--- config.mk ---
export PLATFORM = sky130hd
export DESIGN_NAME = irq_ctrl
export DESIGN_NICKNAME = d
export VERILOG_FILES = /design/src/rtl/irq_ctrl.sv
export SDC_FILE = /design/constraint.sdc
export NUM_CORES = 1
export LEC_CHECK = 0
export BUFFER_PORTS_ARGS = -buffer_cell sky130_fd_sc_hd__buf_4
export CORE_MARGIN = 2
export CORE_UTILIZATION = 45
export DETAILED_ROUTE_END_ITERATION = 7
export GPL_TIMING_DRIVEN = 0
export MAX_ROUTING_LAYER = met4
export PLACE_DENSITY_LB_ADDON = 0.3
export REMOVE_ABC_BUFFERS = 1
export SLEW_MARGIN = 5
export SYNTH_ARGS = -nofsm -noshare
export SYNTH_HDL_FRONTEND = slang
export SYNTH_SLANG_ARGS = --single-unit
--- constraint.sdc ---
create_clock -name clk -period 24.1 [get_ports clk]
set_input_delay 3.615 -clock clk [delete_from_list [all_inputs] [get_ports clk]]
set_output_delay 3.615 -clock clk [all_outputs]
set_load 0.005 [all_outputs]
--- src/rtl/irq_ctrl.sv ---
// Platform interrupt controller: latches edge/level sources, arbitrates by priority
// against a threshold, and presents one registered request plus mcause to the trap unit.
module irq_ctrl #(
  parameter int NUM_IRQ  = 16,
  parameter int IRQ_BASE = 16,
  parameter int PRIO_W   = 3
) (
  input  logic               clk,
  input  logic               rst,
  input  logic [NUM_IRQ-1:0] irq_in,
  input  logic               reg_rd_en,
  input  logic               reg_wr_en,
  input  logic [3:0]         reg_addr,
  input  logic [31:0]        reg_wr_data,
  output logic [31:0]        reg_rd_data,
  output logic               irq_req,
  output logic [31:0]        irq_cause,
  input  logic               irq_ack,
  input  logic               irq_done,
  output logic               in_service,
  output logic [1:0]         state_dbg
);

  typedef enum logic [1:0] {IDLE = 2'd0, REQ = 2'd1, SVC = 2'd2} state_t;

  state_t              state_q, state_d;
  logic [NUM_IRQ-1:0]  pending_q, pending_d, enable_q, edge_q, irq_prev_q;
  logic [PRIO_W-1:0]   thresh_q;
  logic [PRIO_W-1:0]   prio_q [NUM_IRQ];
  logic [4:0]          idx_q, idx_d;
  logic [31:0]         cause_q, cause_d;

  logic [NUM_IRQ-1:0]  eligible, ack_clr, w1c, edge_chg, edge_set;
  logic                any_elig, cur_elig;
  logic [4:0]          win_idx;
  logic [PRIO_W-1:0]   win_prio;
  logic                wr_pend, wr_enable, wr_edge, wr_thresh;
  logic                unused_wr_bits;

  assign wr_pend   = reg_wr_en && (reg_addr == 4'd0);
  assign wr_enable = reg_wr_en && (reg_addr == 4'd1);
  assign wr_edge   = reg_wr_en && (reg_addr == 4'd2);
  assign wr_thresh = reg_wr_en && (reg_addr == 4'd3);
  assign unused_wr_bits = ^reg_wr_data;

  // Ascending scan with strict '>' keeps the lowest index on priority ties.
  always_comb begin
    eligible = '0;
    any_elig = 1'b0;
    win_idx  = '0;
    win_prio = '0;
    cur_elig = 1'b0;
    for (int i = 0; i < NUM_IRQ; i++) begin
      eligible[i] = pending_q[i] && enable_q[i] && (prio_q[i] > thresh_q);
      if (eligible[i] && (!any_elig || (prio_q[i] > win_prio))) begin
        any_elig = 1'b1;
        win_idx  = 5'(i);
        win_prio = prio_q[i];
      end
      if (idx_q == 5'(i)) cur_elig = eligible[i];
    end
  end

  always_comb begin
    state_d = state_q;
    idx_d   = idx_q;
    cause_d = cause_q;
    ack_clr = '0;
    case (state_q)
      IDLE: begin
        if (any_elig) begin
          state_d = REQ;
          idx_d   = win_idx;
          cause_d = {1'b1, 31'(IRQ_BASE) + 31'(win_idx)};
        end
      end
      REQ: begin
        if (irq_ack) begin
          state_d = SVC;
          for (int i = 0; i < NUM_IRQ; i++)
            if (idx_q == 5'(i)) ack_clr[i] = edge_q[i];
        end else if (!cur_elig) begin
          state_d = IDLE;
        end
      end
      SVC: begin
        if (irq_done) state_d = IDLE;
      end
      default: state_d = IDLE;
    endcase
  end

  // A fresh edge wins over W1C/ack clears; a mode change wipes the bit outright.
  assign w1c       = wr_pend ? (reg_wr_data[NUM_IRQ-1:0] & edge_q) : '0;
  assign edge_chg  = wr_edge ? (reg_wr_data[NUM_IRQ-1:0] ^ edge_q) : '0;
  assign edge_set  = irq_in & ~irq_prev_q;
  assign pending_d = ~edge_chg &
                     ((edge_q & (edge_set | (pending_q & ~w1c & ~ack_clr))) |
                      (~edge_q & irq_in));

  always_ff @(posedge clk) begin
    if (rst) begin
      state_q    <= IDLE;
      idx_q      <= '0;
      cause_q    <= '0;
      pending_q  <= '0;
      enable_q   <= '0;
      edge_q     <= '0;
      irq_prev_q <= '0;
      thresh_q   <= '0;
      for (int i = 0; i < NUM_IRQ; i++) prio_q[i] <= '0;
    end else begin
      state_q    <= state_d;
      idx_q      <= idx_d;
      cause_q    <= cause_d;
      pending_q  <= pending_d;
      irq_prev_q <= irq_in;
      if (wr_enable) enable_q <= reg_wr_data[NUM_IRQ-1:0];
      if (wr_edge)   edge_q   <= reg_wr_data[NUM_IRQ-1:0];
      if (wr_thresh) thresh_q <= reg_wr_data[PRIO_W-1:0];
      for (int i = 0; i < NUM_IRQ; i++)
        if (reg_wr_en && (reg_addr == 4'(4 + i / 8)))
          prio_q[i] <= reg_wr_data[4*(i%8) +: PRIO_W];
    end
  end

  assign irq_req    = (state_q == REQ);
  assign in_service = (state_q == SVC);
  assign irq_cause  = cause_q;
  assign state_dbg  = state_q;

  always_comb begin
    reg_rd_data = '0;
    if (reg_rd_en) begin
      case (reg_addr)
        4'd0:    reg_rd_data = 32'(pending_q);
        4'd1:    reg_rd_data = 32'(enable_q);
        4'd2:    reg_rd_data = 32'(edge_q);
        4'd3:    reg_rd_data = 32'(thresh_q);
        4'd8:    reg_rd_data = {in_service, 26'b0, idx_q};
        default: reg_rd_data = '0;
      endcase
      for (int i = 0; i < NUM_IRQ; i++)
        if (reg_addr == 4'(4 + i / 8))
          reg_rd_data[4*(i%8) +: PRIO_W] = prio_q[i];
    end
  end

endmodule

==> results.yml <==
cells_and_area:
  nets: 1303
  final_layout_size_suffix_gt1_share_pct: 19.3
  register_area_sq_um: 2930
  design_area_sq_um: 10900
  core_utilization_of_the_finished_layout_pct: 54.0
  insertedDiodeCount: 0
  multi_input_comb_area_sq_um: 5960
  area_growth_synth_to_finish_pct: 18.3
  final.fill_count: 1891
setup_path:
  crit_path_top_delay_cell: "sky130_fd_sc_hd__or4_1"
  timing.critical_path.arrival_ns: 22.85
  critical_path.most_common_cell: "sky130_fd_sc_hd__ha_1"
  timing.setup.critical_path_class: "flop to flop"
  highest_cell_delay_on_the_worst_timing_path_ns: 0.47
  timing.critical_path.from_type: "flop"
  critical_path.endpoint_type: "flop"
  timing.critical_path.required_ns: 24.35
  critical_path_peak_fanout: 10
hold_path:
  holdCritPathClass: "flop to flop"
sta:
  fin_skew_ns: 0.00937
  worst_slew_margin_rel_pct: 19.5
  fin_tns_setup_ns: 0
  worstMarginPinSlew_ns: 1.21
  min_period_over_period_pct: 93.8
  period_needed_ns: 22.60
  setup_viol_count_final: 0
  hold_viol_final: 0
  slew_viol_final: 0
  achievable-frequency_mhz: 44.3
run_status:
  outcome: "complete, no violations"
global_route:
  grt_start_max_net_pins: 97
  grt_first_pass_wirelength_mm: 42.6
  grt_usage_pct: 25.9
  number_of_global_route_vias_before_repair: 7795
  grt-ovfl-total: 0
  antenna_found_initial: 0
pwr:
  pwr-share-seq_pct: 42.1
  netSwitchingFraction_pct: 26.6
  p_total_mw: 0.568
  power_density_nw_per_um2: 52.2
  lkg_pwr_nw: 4.38
  pwr-share-clk_pct: 45.3
  power.internal_mw: 0.417
  share_comb_of_total_power_pct: 12.6
  power_switching_mw: 0.151
  peakVddDrop_v: 0.0000479
place:
  dpl-instance-area_sq_um: 10000
  detailed_place_hpwl_mm: 20.1
  port-buffer-count: 92
  routabilityCongestion: 0.936
cts:
  cts_tree: "done"
  cts_max_level: 4
  cts_num_sinks: 122
  post_cts_hold_buffer_count: 0
  clk_root_buffer_cell: "sky130_fd_sc_hd__clkbuf_16"
  cts.reportedPaths.clkPinSlew_ns: 0.06
  inserted_clock_buffers: 17
  clkLatencyLatePin_ns: 0.43
  clock_path_buffers: 2
synth:
  post_synthesis_sequential_area_ratio_pct: 31.7
  post_synth_edffs: 48
  synth_area_sq_um: 9210
  synth-seq-cells: 122
  synthesis.yosys.warnings: 0
  synth_cell_type_count: 96
  main_flop_type_after_synthesis: "sky130_fd_sc_hd__dfxtp_1"
  synthCells: 1054
  async_flop_share_pct: 0
  post_synth.cell_area_avg_sq_um: 8.73
floorplan:
  floorplan.die.height_microns: 147
  initial_utilization_pct: 45.6
  die_outline_area_sq_um: 21600
  rows: 52
  coreArea_sq_um: 20200
  io-pin-count: 126
  floorplan_die_width_microns: 147
detailed_routing:
  dr.first_iter.drc_count: 739
  totalWireLength_mm: 27.6
  count_of_unresolved_drc_violations_after_routing: 0
  route.vias.total: 8494
  drtPass1Iterations: 6
  routed_via_density: 5.96
  route.detailed.wl_per_inst_microns: 19.3
  drt.antenna.violating_nets: 0
run:
  max_capacitance_violation_count: 0
[cell families (layout without fill, tap and decap cells)]
group,after synthesis,count (layout),share of synthesized area (%)
AO/OA/AOI/OAI,327,327,26.5
buffers and inverters,124,197,6.43
other,1,29,0.0407
adder cells (fa/ha/maj),103,103,14.0
multiplexers,13,13,1.69
AND/OR/NAND/NOR,364,364,19.6
flip-flops,122,122,31.7
[final timing paths]
path,depth (start not counted),to,startpoint,slack (ns)
worst max-delay path,120,idx_q[2],thresh_q[1],1.50
worst min-delay path,2,enable_q[14],enable_q[14],0.48
worst max register to register,120,idx_q[2],thresh_q[1],1.50
worst min register to register,2,enable_q[14],enable_q[14],0.48
[synth_stat cells, types with 7 or more instances]
library cell                 n  area (sq um)
sky130_fd_sc_hd__a311oi_1    8          70.1
sky130_fd_sc_hd__a211oi_1   25           188
sky130_fd_sc_hd__nand2b_1    7          43.8
sky130_fd_sc_hd__o21ai_0    24           120
sky130_fd_sc_hd__a222oi_1    9          90.1
sky130_fd_sc_hd__a21o_1     13          97.6
sky130_fd_sc_hd__o21a_1     15           113
sky130_fd_sc_hd__ha_1      102          1280
sky130_fd_sc_hd__nor3_1     10          50.1
sky130_fd_sc_hd__inv_1      51           191
sky130_fd_sc_hd__a22oi_1    38           285
sky130_fd_sc_hd__and2_1     23           144
sky130_fd_sc_hd__dfxtp_1    74          1480
sky130_fd_sc_hd__a211o_1     7          61.3
sky130_fd_sc_hd__clkbuf_1   37           139
sky130_fd_sc_hd__a21oi_1    90           450
sky130_fd_sc_hd__nor2_1     62           233
sky130_fd_sc_hd__and3_1     16           100
sky130_fd_sc_hd__nor2b_1    54           338
sky130_fd_sc_hd__edfxtp_1   48          1440
sky130_fd_sc_hd__a31oi_1    11          68.8
sky130_fd_sc_hd__nand2_1   136           510
sky130_fd_sc_hd__mux2i_1    11           110
sky130_fd_sc_hd__buf_4      30           225
sky130_fd_sc_hd__a221oi_1    9          78.8
sky130_fd_sc_hd__nand3_1    20           100
sky130_fd_sc_hd__a32oi_1    14           123
[per-stage QoR]
stage                     hold WS [ns]  worst slack [ns]  instances
after floorplan                  0.443              3.26       1010
after CTS                        0.476             0.256       1407
after global placement           0.460             0.448       1372
after detailed placement         0.461             0.393       1376
after global routing             0.488           -0.0586       1425
final                            0.476              1.50       1425
[power groups by stage]
stage,clock (mW),combinational [mW],sequential (mW)
6_report,0.257,0.0716,0.240
3_3_place_gp,0,0.0662,0.243
5_1_grt,0.268,0.0803,0.240
3_5_place_dp,0,0.0687,0.243
4_1_cts,0.259,0.0692,0.239
2_1_floorplan,0,0.0419,0.237
[layout make-up]
cell class                 instances  share of cell area, %
multi-input combinational        836                   54.7
sequential                       122                   26.9
timing repair buffer             114                   7.96
clock buffer                      24                   5.11
tap                              270                   3.10
inverter                          52                   1.86
clock inverter                     7                  0.414
[sequential cells by signal (all words and copies together) (netlist names)]
register,flops
irq_cause,2
idx_q,3
irq_prev_q,16
state_dbg,2
pending_q,16
enable_q,16
thresh_q,3
prio_q,48
edge_q,16
[worst max-delay path, delay by kind of cell, from the launching register on]
family,cells,cell delay [ns]
compound gates,68,10.97
simple gates,29,5.35
mux,1,0.22
flops,1,0.39
buf+inv,5,0.53
fa+ha+maj,17,4.94
[layout by cell type, fill, tap and decap left out, types with 15 or more instances in the layout]
cell	n
sky130_fd_sc_hd__inv_1	49
sky130_fd_sc_hd__and2_1	23
sky130_fd_sc_hd__nor2b_1	54
sky130_fd_sc_hd__o21a_1	15
sky130_fd_sc_hd__a21oi_1	84
sky130_fd_sc_hd__nor2_1	58
sky130_fd_sc_hd__a211oi_1	24
sky130_fd_sc_hd__and3_1	16
sky130_fd_sc_hd__ha_1	102
sky130_fd_sc_hd__clkbuf_16	21
sky130_fd_sc_hd__edfxtp_1	48
sky130_fd_sc_hd__buf_4	112
sky130_fd_sc_hd__o21ai_0	21
sky130_fd_sc_hd__dfxtp_1	72
sky130_fd_sc_hd__nand2_1	136
sky130_fd_sc_hd__a22oi_1	38
sky130_fd_sc_hd__nand3_1	20
sky130_fd_sc_hd__conb_1	29
[metal layers]
layer,global-route usage [%],vias up,share of wire (%)
li1,-,4048,-
met3,3.85,58,6.3
met5,-,-,0
met4,7.98,0,2.8
met1,35.2,4059,46
met2,40.0,329,45
[repair_timing]
item / CTS / global route
setup buffers: 0 / 18
setup endpoints to repair: 0 / 4
gates resized for setup: 0 / 35
(Power assumes the default switching activity.)
